--- config.mk ---
export PLATFORM = sky130hd
export DESIGN_NAME = sp_wb8_responder
export DESIGN_NICKNAME = d
export VERILOG_FILES = /design/src/rtl/sp_wb8_responder.sv
export SDC_FILE = /design/constraint.sdc
export NUM_CORES = 1
export LEC_CHECK = 0
export BUFFER_PORTS_ARGS = -buffer_cell sky130_fd_sc_hd__buf_2
export CAP_MARGIN = 20
export CORE_ASPECT_RATIO = 0.9
export CORE_MARGIN = 1.5
export CORE_UTILIZATION = 54
export DETAILED_ROUTE_END_ITERATION = 7
export PLACE_DENSITY = 0.8
export SLEW_MARGIN = 30
export SYNTH_ARGS = -nofsm -noshare
export SYNTH_HDL_FRONTEND = slang
export SYNTH_SLANG_ARGS = --single-unit
--- constraint.sdc ---
create_clock -name clk -period 3.56 [get_ports clk]
set_input_delay 0.712 -clock clk [delete_from_list [all_inputs] [get_ports clk]]
set_output_delay 0.712 -clock clk [all_outputs]
set_load 0.005 [all_outputs]
--- src/rtl/sp_wb8_responder.sv ---
// Bridges an 8-bit Wishbone slave port onto a 32-bit Wishbone master port,
// with a one-word read buffer (write-through, invalidatable).
module sp_wb8_responder #(
  parameter logic [0:7]  BASE_ADR = 8'h00,
  parameter int unsigned CACHE_EN = 1
) (
  input  logic        clk,
  input  logic        reset_n,
  input  logic [0:23] s_adr_i,
  input  logic [0:7]  s_dat_i,
  output logic [0:7]  s_dat_o,
  input  logic        s_we_i,
  input  logic [0:0]  s_sel_i,
  input  logic        s_stb_i,
  input  logic        s_cyc_i,
  output logic        s_ack_o,
  output logic [0:31] m_adr_o,
  output logic [0:31] m_dat_o,
  input  logic [0:31] m_dat_i,
  output logic        m_we_o,
  output logic        m_stb_o,
  output logic        m_cyc_o,
  output logic [0:3]  m_sel_o,
  input  logic        m_ack_i,
  input  logic        inv_i
);

  typedef enum logic [1:0] {IDLE, RD, WR, ACK} state_t;

  state_t      state;
  logic        valid;
  logic [0:21] rbuf_tag;
  logic [0:31] rbuf_data;

  // Request captured in IDLE so the 32-bit cycle is immune to s_adr_i/s_dat_i changes.
  logic [0:21] req_word;
  logic [0:1]  req_lane;
  logic [0:7]  req_dat;
  logic        inv_seen;
  logic        abort;

  logic req;
  logic hit;

  function automatic logic [0:7] lane_of(input logic [0:31] w, input logic [0:1] l);
    logic [0:7] r;
    case (l)
      2'd0:    r = w[0:7];
      2'd1:    r = w[8:15];
      2'd2:    r = w[16:23];
      default: r = w[24:31];
    endcase
    return r;
  endfunction

  function automatic logic [0:31] merge_lane(input logic [0:31] w, input logic [0:1] l,
                                             input logic [0:7] b);
    logic [0:31] r;
    r = w;
    case (l)
      2'd0:    r[0:7]   = b;
      2'd1:    r[8:15]  = b;
      2'd2:    r[16:23] = b;
      default: r[24:31] = b;
    endcase
    return r;
  endfunction

  function automatic logic [0:3] lane_sel(input logic [0:1] l);
    logic [0:3] r;
    case (l)
      2'd0:    r = 4'b1000;
      2'd1:    r = 4'b0100;
      2'd2:    r = 4'b0010;
      default: r = 4'b0001;
    endcase
    return r;
  endfunction

  always_comb begin
    req = s_cyc_i & s_stb_i;
    // A same-edge invalidate wins over a hit.
    hit = (CACHE_EN != 0) && valid && !inv_i && (rbuf_tag == s_adr_i[0:21]);
  end

  always_ff @(posedge clk) begin
    if (!reset_n) begin
      state    <= IDLE;
      valid    <= 1'b0;
      s_ack_o  <= 1'b0;
      s_dat_o  <= '0;
      m_cyc_o  <= 1'b0;
      m_stb_o  <= 1'b0;
      m_we_o   <= 1'b0;
      m_sel_o  <= '0;
      m_dat_o  <= '0;
      m_adr_o  <= '0;
      inv_seen <= 1'b0;
      abort    <= 1'b0;
    end else begin
      if (inv_i) valid <= 1'b0;
      case (state)
        IDLE: begin
          s_ack_o <= 1'b0;
          if (req) begin
            req_word <= s_adr_i[0:21];
            req_lane <= s_adr_i[22:23];
            req_dat  <= s_dat_i;
            m_adr_o  <= {BASE_ADR, s_adr_i[0:21], 2'b00};
            inv_seen <= 1'b0;
            abort    <= 1'b0;
            if (!s_we_i) begin
              if (hit) begin
                s_dat_o <= lane_of(rbuf_data, s_adr_i[22:23]);
                s_ack_o <= 1'b1;
                state   <= ACK;
              end else begin
                m_cyc_o <= 1'b1;
                m_stb_o <= 1'b1;
                m_we_o  <= 1'b0;
                m_sel_o <= 4'b1111;
                m_dat_o <= '0;
                state   <= RD;
              end
            end else if (s_sel_i[0]) begin
              m_cyc_o <= 1'b1;
              m_stb_o <= 1'b1;
              m_we_o  <= 1'b1;
              m_sel_o <= lane_sel(s_adr_i[22:23]);
              m_dat_o <= {4{s_dat_i}};
              state   <= WR;
            end else begin
              s_ack_o <= 1'b1;
              state   <= ACK;
            end
          end
        end

        RD: begin
          if (!s_cyc_i) abort <= 1'b1;
          if (inv_i) inv_seen <= 1'b1;
          if (m_ack_i) begin
            m_cyc_o <= 1'b0;
            m_stb_o <= 1'b0;
            m_sel_o <= '0;
            // Any invalidate seen during the fetch leaves the filled word invalid.
            if ((CACHE_EN != 0) && !inv_seen && !inv_i) valid <= 1'b1;
            s_dat_o <= lane_of(m_dat_i, req_lane);
            if (abort || !s_cyc_i) begin
              state <= IDLE;
            end else begin
              s_ack_o <= 1'b1;
              state   <= ACK;
            end
          end
        end

        WR: begin
          if (!s_cyc_i) abort <= 1'b1;
          if (m_ack_i) begin
            m_cyc_o <= 1'b0;
            m_stb_o <= 1'b0;
            m_we_o  <= 1'b0;
            m_sel_o <= '0;
            if (abort || !s_cyc_i) begin
              state <= IDLE;
            end else begin
              s_ack_o <= 1'b1;
              state   <= ACK;
            end
          end
        end

        ACK: begin
          s_ack_o <= 1'b0;
          state   <= IDLE;
        end

        default: state <= IDLE;
      endcase
    end
  end

  // Buffer contents carry no reset; validity is tracked by the FSM block.
  always_ff @(posedge clk) begin
    if (reset_n && m_ack_i) begin
      if (state == RD) begin
        rbuf_tag  <= req_word;
        rbuf_data <= m_dat_i;
      end else if (state == WR && valid && rbuf_tag == req_word) begin
        rbuf_data <= merge_lane(rbuf_data, req_lane, req_dat);
      end
    end
  end

endmodule

[Yosys cells after proc, flatten, opt, wreduce, memory -nomap -nowiden]
Cells that the tools add are included.
Storage, ports and cells
  register bits after elaboration: 160
  bits of input ports: 72
  output and inout bits: 80
  word-level logic and storage cells: 136
Operators by class
  eq/ne operators: 23
  mux-type cells: 56
  bitwise gates (word level): 1
  reduce and logical (&&, ||, !) cells: 37
Operators by type and width (count)
  two-way mux 32 bit: 5
  two-way mux 8 bit: 8
  one-hot mux 8 bit (3 select lines): 2
  equality test 22 bit: 2
  two-way mux 1 bit: 22
  AND reduction 3 bit: 7
  two-way mux 4 bit: 5
  != test 2 bit, second input constant: 9
  one-hot mux 8 bit (2 select lines): 1
  AND reduction 5 bit: 3
  nonzero test 2 bit: 7
  one-hot mux 4 bit (3 select lines): 1
  two-way mux 2 bit: 5
  equality test 2 bit, second input constant: 4
  one-hot mux 1 bit (2 select lines): 4
  one-hot mux 4 bit (2 select lines): 1
  AND reduction 2 bit: 4
  equality test 2 x 1 -> 1 bit, second input constant: 3
  logical AND 1 bit: 6
  logical NOT 2 bit: 3
  != test 2 x 1 -> 1 bit, second input constant: 3
  != test 3 bit, second input constant: 2
  one-hot mux 2 bit (3 select lines): 1
  AND reduction 4 bit: 1
  other kinds (6): 8

[Logic depth before layout (Yosys ltp)]
Gate-level depths: netlist of the first run.
  depth in word-level cells: 7
  mapped depth: 9

[Worst setup path before layout of the first run]
Ideal clock, no wire load.
  kind: input -> register
  start point: input reset_n
  end point: register req_dat[0] in the netlist's numbering (enable)
  arrival time: 2227 ps
  required time: 3168 ps
  setup slack: 941 ps
  cell stages on the path: 4
  path buffers: 3
  path through: clkbuf_1 > clkbuf_1 > buf_2 > and2_1
On the way
  longest elaborated chain between the ends: 1
RTL lines
  start, declared: line 8  | input logic reset_n,
  AND reduction 3 bit (no line)
  end signal, assigned: line 108  | req_dat <= s_dat_i;
  end, declared: line 38  | logic [0:7] req_dat;
Every way passes these cells.
A chain may end at the register's enable or synchronous reset.

[Worst setup path after layout of the first run]
  start point: register state[0]
  end point: register m_dat_o[2] in the netlist's numbering
On the way
  longest elaborated chain between the ends: 2
RTL lines
  start, declared: line 30  | state_t state;
  start signal, assigned: line 88  | state <= IDLE;
  start signal, assigned: line 116  | state <= ACK;
  start signal, assigned: line 123  | state <= RD;
  logical NOT 2 bit: line 102  | case (state)
  AND reduction 4 bit (no line)
  end signal, assigned: line 130  | m_dat_o <= {4{s_dat_i}};
  end, declared: line 18  | output logic [0:31] m_dat_o,
Every way passes these cells.

==> reports/summary.md, run 1 <==
TritonCTS built the clock tree. Setup repair after global routing left no endpoint under its margin. The number of buffers added on ports works out to 141.

The clock latency on the worst-skew pair was 0.42 ns; the static leakage power was 3.167 nW. For the met1 usage in global routing, the log shows 33.04%. For the number of cells in the finished layout apart from fillers, the log shows 861. In this run the core area contains 37 standard-cell rows. The total negative slack for setup checks came out at 0 ns. The final clock skew is 0.008558 ns, and the total CTS buffers is 17.

The min-delay analysis places its worst path in the category reg -> reg. The number of flops mapped to enable cells by yosys was 86; the post-CTS setup repair buffer count was 0. Number of nets in the layout: 767. Sorting the synthesized cells by area gives the leading types as sky130_fd_sc_hd__edfxtp_1, sky130_fd_sc_hd__dfxtp_1, sky130_fd_sc_hd__nand2_1. In this run the most used layer during global routing was met2.

Dividing total power by cell area gives a power density of 637.7 mW/mm^2. The tools report the headroom to the max-slew limit as 58.86%. Number of distinct library cells after synthesis: 49. The prevailing post-synth register cell was sky130_fd_sc_hd__edfxtp_1. Count of clock tree sinks: 136.

Kind of end point of the critical path: a flop. The floorplan step set the die height to 107.4 um. The average instance in the mapped netlist occupies 11.42 sq um. At the pin with the least slew margin, the transition time is 0.6171 ns. For the number of max-cap violations, the log shows 0.

Traced cell by cell, the critical path runs through inv_1 > ha_1 > nand3_2 > nor2_2 > a21oi_1 > nand2b_1 > a21oi_2. The tools report the antenna violation net count after detailed routing as 0. The flow ran to the end, and the final reports show no timing, DRC or antenna violations.

The number of endpoints failing setup at the final stage was 0; the buffers plus inverters on the worst setup path was 1. In this run, post-CTS repair resized a total of 0 instances. Async set or reset register ratio after synthesis: 0%. The x dimension of the die is 119.0 um, and the combined area of all synthesized cells is 0.006544 sq mm.

The H-tree was split into 4 levels. The cell type with the largest total area after synthesis was sky130_fd_sc_hd__edfxtp_1. For this run, global-route usage on met3 was measured as 6.886%. Synthesis produced 573 cells.

For this block, the via count after detailed routing is 4722. On the critical path, the stage with the largest delay is an instance of sky130_fd_sc_hd__nor2_2. The logs give 0 for the count of final max-slew check failures and 417 for the detailed router's first-iteration violation count. The commonest cells after synthesis are sky130_fd_sc_hd__nand2_1, sky130_fd_sc_hd__edfxtp_1, sky130_fd_sc_hd__dfxtp_1. Before antenna repair, the detailed router went through 4 iterations. The tools report the critical path launch point type as a flop. Yosys instantiated no cell more often than sky130_fd_sc_hd__nand2_1. The final weighted congestion of routability-driven global placement came out at 0.8499.

The count of state elements after synthesis works out to 136. Grouping stages by cell kind, the critical path spends the most delay in simple AND/OR/NAND/NOR gates. Critical setup path kind: reg -> reg.

The tools report the initial antenna violation count as 0. The largest fanout on the critical path is 26. Entering global routing, the biggest net connects 53 pins. Global routing finished with a remaining overflow of 0. The smallest clock period supported by the final layout is computed as 2.624 ns. The core region area came out at 0.01162 sq mm. The Yosys step of the flow raised 0 warnings.

The share of post-route cells with drive strength above 1 came out at 32.62%. The worst hold path begins at m_adr_o[17]. Summing internal, switching and leakage power gives 4.940 mW.

Hold buffer count at CTS: 0. The growth of design area from synthesis to finish was 18.39%; the maximum clock frequency was 381.2 MHz. The first global-routing pass estimated 24.07 mm of wire. The floorplan step defined a die boundary enclosing 0.01279 sq mm.

The top cell type by area accounts for 39.46% of the synthesized area. Total instance count after detailed placement: 829. For this run, the register share of the synthesized area comes to 54.76%. For the worst setup path, the data required time is 3.91 ns. In this run the critical register-to-register path is launched from state[0].

The tools report the source of the critical timing path as state[0]. The logs give 0 for the number of hold violations in the final report and 0 for the number of antenna cells inserted. In this run the deepest clock path goes through 2 buffers. For this run, the slowest stage of the critical path takes 0.65 ns. For met2 alone, demand over resource in global routing was 39.51%. VDD sags by at most 0.3654 mV. The number of DRC violations after detailed routing came out at 0. The via count of the first global-routing pass was 4640; the routed wirelength normalized by instance count was 18.16 um. The tree is rooted in a sky130_fd_sc_hd__clkbuf_16. The worst endpoint data arrival time is 2.97 ns. The global-route usage over all layers was 25.04%; the fraction of the cycle the final worst path needs was 73.69%. In this run the count of I/O pins placed on the die edge is 152.

The routed via count divided by cell count came out at 5.484. After clock tree synthesis, the clock-pin slew on the worst setup and hold paths is 0.05 ns. Summed over all nets, the half-perimeter wirelength after detailed placement is 10.97 mm. Wires add up to 15.64 mm. The initial standard-cell utilization of the core was 56.32%.
## worst min-delay path: stages, from the launching register on
cell and delay (ns):
sky130_fd_sc_hd__dfxtp_1 0.30, sky130_fd_sc_hd__nand2_1 0.05, sky130_fd_sc_hd__a21boi_1 0.05
## routing by layer
layer	vias to the layer above	wire (um)
met5	-	0
met4	0	294
met3	33	1165
met2	222	7331
met1	2278	6844
li1	2189	-
## area by class of cell
type                            count  area (sq um)
Sequential cell                   136          3583
Fill cell                         889          3872
Timing Repair Buffer              151         780.7
Clock buffer                       23         478.0
Inverter                           10         37.54
Multi-Input combinational cell    376          2575
Clock inverter                      9         97.59
Tap cell                          156         195.2
## cell usage in the layout (no fill, tap or decap), types with 8 or more instances in the layout
master | Yosys | final
sky130_fd_sc_hd__a21boi_1 | 17 | 17
sky130_fd_sc_hd__a21oi_1 | 15 | 15
sky130_fd_sc_hd__a21oi_2 | 8 | 8
sky130_fd_sc_hd__buf_2 | 5 | 141
sky130_fd_sc_hd__buf_4 | 38 | 10
sky130_fd_sc_hd__clkbuf_16 | 0 | 17
sky130_fd_sc_hd__conb_1 | 1 | 10
sky130_fd_sc_hd__dfxtp_1 | 50 | 50
sky130_fd_sc_hd__edfxtp_1 | 86 | 86
sky130_fd_sc_hd__inv_1 | 9 | 9
sky130_fd_sc_hd__mux2_2 | 8 | 8
sky130_fd_sc_hd__mux2i_1 | 13 | 13
sky130_fd_sc_hd__mux4_2 | 16 | 16
sky130_fd_sc_hd__nand2_1 | 148 | 148
sky130_fd_sc_hd__nand2b_1 | 19 | 19
sky130_fd_sc_hd__nand4_1 | 11 | 11
sky130_fd_sc_hd__nor2_1 | 9 | 9
sky130_fd_sc_hd__o21ai_0 | 11 | 11
sky130_fd_sc_hd__xnor2_1 | 37 | 37
## power by group
part	switching, mW	internal (mW)	total (mW)	leakage, nW
combinational	0.740	0.493	1.23	1.69
sequential	0.0967	1.90	2.00	1.19
clock	0.633	1.08	1.71	0.286
total	1.47	3.47	4.94	3.17
## cells by family (layout without fill, tap and decap cells)
| family | Yosys count | count (layout) | synth area share, % |
|---|---|---|---|
| fa+ha+maj | 3 | 3 | 0.5737 |
| buf+inv | 70 | 193 | 6.405 |
| simple gates | 212 | 212 | 15.16 |
| compound gates | 70 | 70 | 7.935 |
| xor+xnor | 44 | 44 | 6.233 |
| flops | 136 | 136 | 54.76 |
| mux | 37 | 37 | 8.872 |
| other cells | 1 | 10 | 0.05731 |
## metrics by stage
step	hold WS [ns]	utilization, %	worst slack (ns)	instance area [sq um]
global route	0.4678	66.67	0.7052	7747
detailed placement	0.4475	61.72	1.050	7172
finish	0.4516	66.67	0.9365	7747
CTS	0.4563	66.67	0.9550	7747
floorplan	0.4473	-	0.9406	6578
global placement	0.4413	61.72	1.204	7172
## final timing paths
path,endpoint,slack (ns),cells after the start
worst max-delay path,m_dat_o[2],0.94,7
worst min-delay path,m_adr_o[17],0.45,2
worst max register to register,m_dat_o[2],0.94,7
worst min register to register,m_adr_o[17],0.45,2
## sequential cells by signal (all words and copies together), names as in the netlist, 4 cells and up
signal     flops
req_dat        8
m_sel_o        4
s_dat_o        8
rbuf_tag      22
m_adr_o       22
rbuf_data     32
m_dat_o        8
req_word      22
No activity file was read; power rests on OpenSTA's default activity.
==> inputs of run 2 (changes only) <==
--- a/config.mk
+++ b/config.mk
@@ -9,9 +9,9 @@
 export CAP_MARGIN = 20
 export CORE_ASPECT_RATIO = 0.9
 export CORE_MARGIN = 1.5
-export CORE_UTILIZATION = 54
+export CORE_UTILIZATION = 49
 export DETAILED_ROUTE_END_ITERATION = 7
-export PLACE_DENSITY = 0.8
+export PLACE_DENSITY = 0.77
 export SLEW_MARGIN = 30
 export SYNTH_ARGS = -nofsm -noshare
 export SYNTH_HDL_FRONTEND = slang
==> constraint.sdc (replaced) <==
create_clock -name clk -period 2.2 [get_ports clk]
set_input_delay 0.44 -clock clk [delete_from_list [all_inputs] [get_ports clk]]
set_output_delay 0.44 -clock clk [all_outputs]
set_load 0.005 [all_outputs]
==> reports/summary.md, run 2 (synthesized netlist as in run 1, its figures left out) <==
The flow ran to the end, and the final reports show no timing, DRC or antenna violations. The global-route usage over all layers came out at 21.55% (-3.5 points). The total CTS buffers came out at 17 (unchanged). Worst reg2reg path depth: 7 (unchanged). The most critical setup path has its endpoint at m_sel_o[3].

Tracing the worst setup path back leads to its startpoint at state[0]. The largest fanout on the critical path was 12 (-54%); the initial standard-cell utilization of the core was 50.80% (-5.5 points). For the total negative slack for setup checks, the log shows 0 ns (unchanged). The maximum resistive drop on vdd was 0.6597 mV (+81%); the x dimension of the die was 124.8 um (+4.9%).

The critical path is of the reg -> reg type. The core region area was 0.01288 sq mm (+11%); the hold buffer count at CTS was 0 (unchanged). The y dimension of the die is 112.6 um (+4.8%), and the buffer depth of the longest clock path is 2 (unchanged). For the clock latency on the worst-skew pair, the log shows 0.42 ns (about the same).

The slew of the pin with the lowest slew margin was 0.5913 ns (-0.02579 ns); the worst endpoint data arrival time was 2.37 ns (-0.60 ns). The number of placed I/O pins was 152 (unchanged). The initial antenna violation count was 0 (unchanged). Leaving out fill and tap cells, the most frequent cell in the layout is sky130_fd_sc_hd__nand2_1.

The most flop-heavy register is rbuf_data. The maximum number of pins on one net before global-route repair came out at 62 (+17%). In this run the most used layer during global routing was met2.

The count of vias placed by the detailed router was 4557 (-3.5%). The number of DRC violations after detailed routing is 0 (unchanged). The startpoint identified for the worst hold timing path is s_dat_i[1]. For the cell row count, the log shows 39 (+5.4%).

The routed wirelength normalized by instance count was 16.86 um (-7.2%). The met3 global-route usage was 4.623% (-2.3 points). The logs give 10.86 mm (-1.0%) for the detailed placer's ending HPWL and 0.8855 (+4.2%) for the final weighted congestion of routability-driven global placement. The library cells used most frequently in the layout, excluding fill and tap cells, are sky130_fd_sc_hd__nand2_1, sky130_fd_sc_hd__buf_2, sky130_fd_sc_hd__edfxtp_1. The number of antenna cells inserted is 0 (unchanged). The worst setup path is captured at a flop. The number of endpoints failing setup at the final stage is 0 (unchanged). Clock-pin slew of the registers on the worst-case setup and hold paths: 0.06 ns (about the same).

The met1 usage in global routing came out at 29.47% (-3.6 points). The aggregate routed wire length is 14.73 mm (-5.8%). Worst flop-to-flop path endpoint: m_sel_o[3]. The static leakage power was 3.193 nW (+0.82%). The run gives 842 (+1.6%) as the total instance count after detailed placement.

The final clock skew is 0.007147 ns (-0.001411 ns), and the headroom to the max-slew limit is 60.58% (+1.7 points). The number of flip-flops in the largest register was 32 (unchanged); the slack of the worst reg-to-reg path was 0.13 ns (-0.81 ns). The run gives 136 (unchanged) as the count of clock tree sinks.

Clock tree root driver cell: sky130_fd_sc_hd__clkbuf_16. The fraction of the cycle the final worst path needs was 94.16% (+20 points). The logs give 6 (+2) for the detailed-router iteration count before antenna repair and 772 (+0.65%) for the number of nets in the layout. The required time of the worst setup path was 2.50 ns (-1.41 ns). For the number of hold violations in the final report, the log shows 0 (unchanged). Setup repair after global routing left no endpoint under its margin. The routed via count divided by cell count was 5.214 (-4.9%). Maximum clock frequency: 482.7 MHz (+27%). The number of max-cap violations is 0 (unchanged). The antenna violation net count after detailed routing is 0 (unchanged). The power per cell area works out to 1032 mW/mm^2 (+62%). Clock period minus final worst setup slack: 2.072 ns (-0.5519 ns). Area of the die: 0.01406 sq mm (+9.9%). The tools report the met2 demand-to-capacity share in global routing as 34.18% (-5.3 points). The number of buffers added on ports came out at 141 (unchanged). First-pass GRT wire length: 23.37 mm (-2.9%). Number of H-tree branching levels: 4 (unchanged).

The run gives 874 (+1.5%) as the number of cells in the finished layout apart from fillers. The growth of design area from synthesis to finish is 19.94%, and the via count of the first global-routing pass is 4532 (-2.3%). In this run the critical register-to-register path is launched from state[0]. STA classifies the critical path startpoint as a flop. The min-delay analysis places its worst path in the category in -> reg. Overall overflow remaining after global route: 0 (unchanged). The detailed router's first-iteration violation count is 381 (-8.6%), and the count of final max-slew check failures is 0 (unchanged). The share of post-route cells with drive strength above 1 was 33.80% (+1.2 points). TritonCTS built the clock tree.
==> run 2: layer usage <==
layer / part of all wire, % / vias to the layer above
met5: 0 / -
met4: 1.4 / 0
met3: 5.2 / 18
met2: 47 / 155
met1: 46 / 2186
li1: - / 2198
==> run 2: worst min-delay path by stage <==
stage / to / cells after the start
after floorplan: rbuf_tag[12] / 0
after global placement: m_adr_o[26] / 2
after detailed placement: m_adr_o[12] / 2
after CTS: req_dat[1] / 1
after global routing: req_dat[1] / 1
final: req_dat[1] / 1
==> run 2: final cells by class <==
class | instances | area (sq um)
sequential | 136 | 3583
fill | 1060 | 5034
clock buffer | 17 | 425.4
inverter | 10 | 37.54
clock inverter | 15 | 177.7
multi-input combinational | 376 | 2589
tap | 164 | 205.2
timing repair buffer | 156 | 830.8
==> run 2: timing repair <==
action / CTS / global route
setup buffers: 0 / 0
resized for setup: 0 / 2
endpoints found under the setup margin: 0 / 16
==> run 2: report_power, final <==
group,switching [mW],internal (mW),total (mW)
clock,1.10,1.78,2.88
combinational,1.17,0.836,2.00
sequential,0.140,3.07,3.21
==> run 2: critical path, cell delays in order (launching register included) <==
cell                       delay, ns
sky130_fd_sc_hd__dfxtp_1        0.33
sky130_fd_sc_hd__inv_1          0.09
sky130_fd_sc_hd__ha_1           0.42
sky130_fd_sc_hd__a21boi_4       0.33
sky130_fd_sc_hd__inv_2          0.10
sky130_fd_sc_hd__nor4_4         0.40
sky130_fd_sc_hd__a21boi_4       0.15
sky130_fd_sc_hd__mux2i_1        0.14
==> run 2: stage by stage <==
| stage | hold WS, ns | instance area, sq um | total power [mW] | util, % | worst slack (ns) |
|---|---|---|---|---|---|
| 3_5_place_dp | 0.4455 | 7233 | 5.257 | 56.15 | 0.07591 |
| 4_1_cts | 0.2134 | 7836 | 8.135 | 60.83 | 0.05553 |
| 5_1_grt | 0.2216 | 7849 | 8.484 | 60.93 | 0.006101 |
| 2_1_floorplan | 0.4473 | 6579 | 4.690 | - | 0.0005067 |
| 6_report | 0.2270 | 7849 | 8.099 | 60.93 | 0.1284 |
| 3_3_place_gp | 0.4391 | 7233 | 5.189 | 56.15 | 0.2165 |
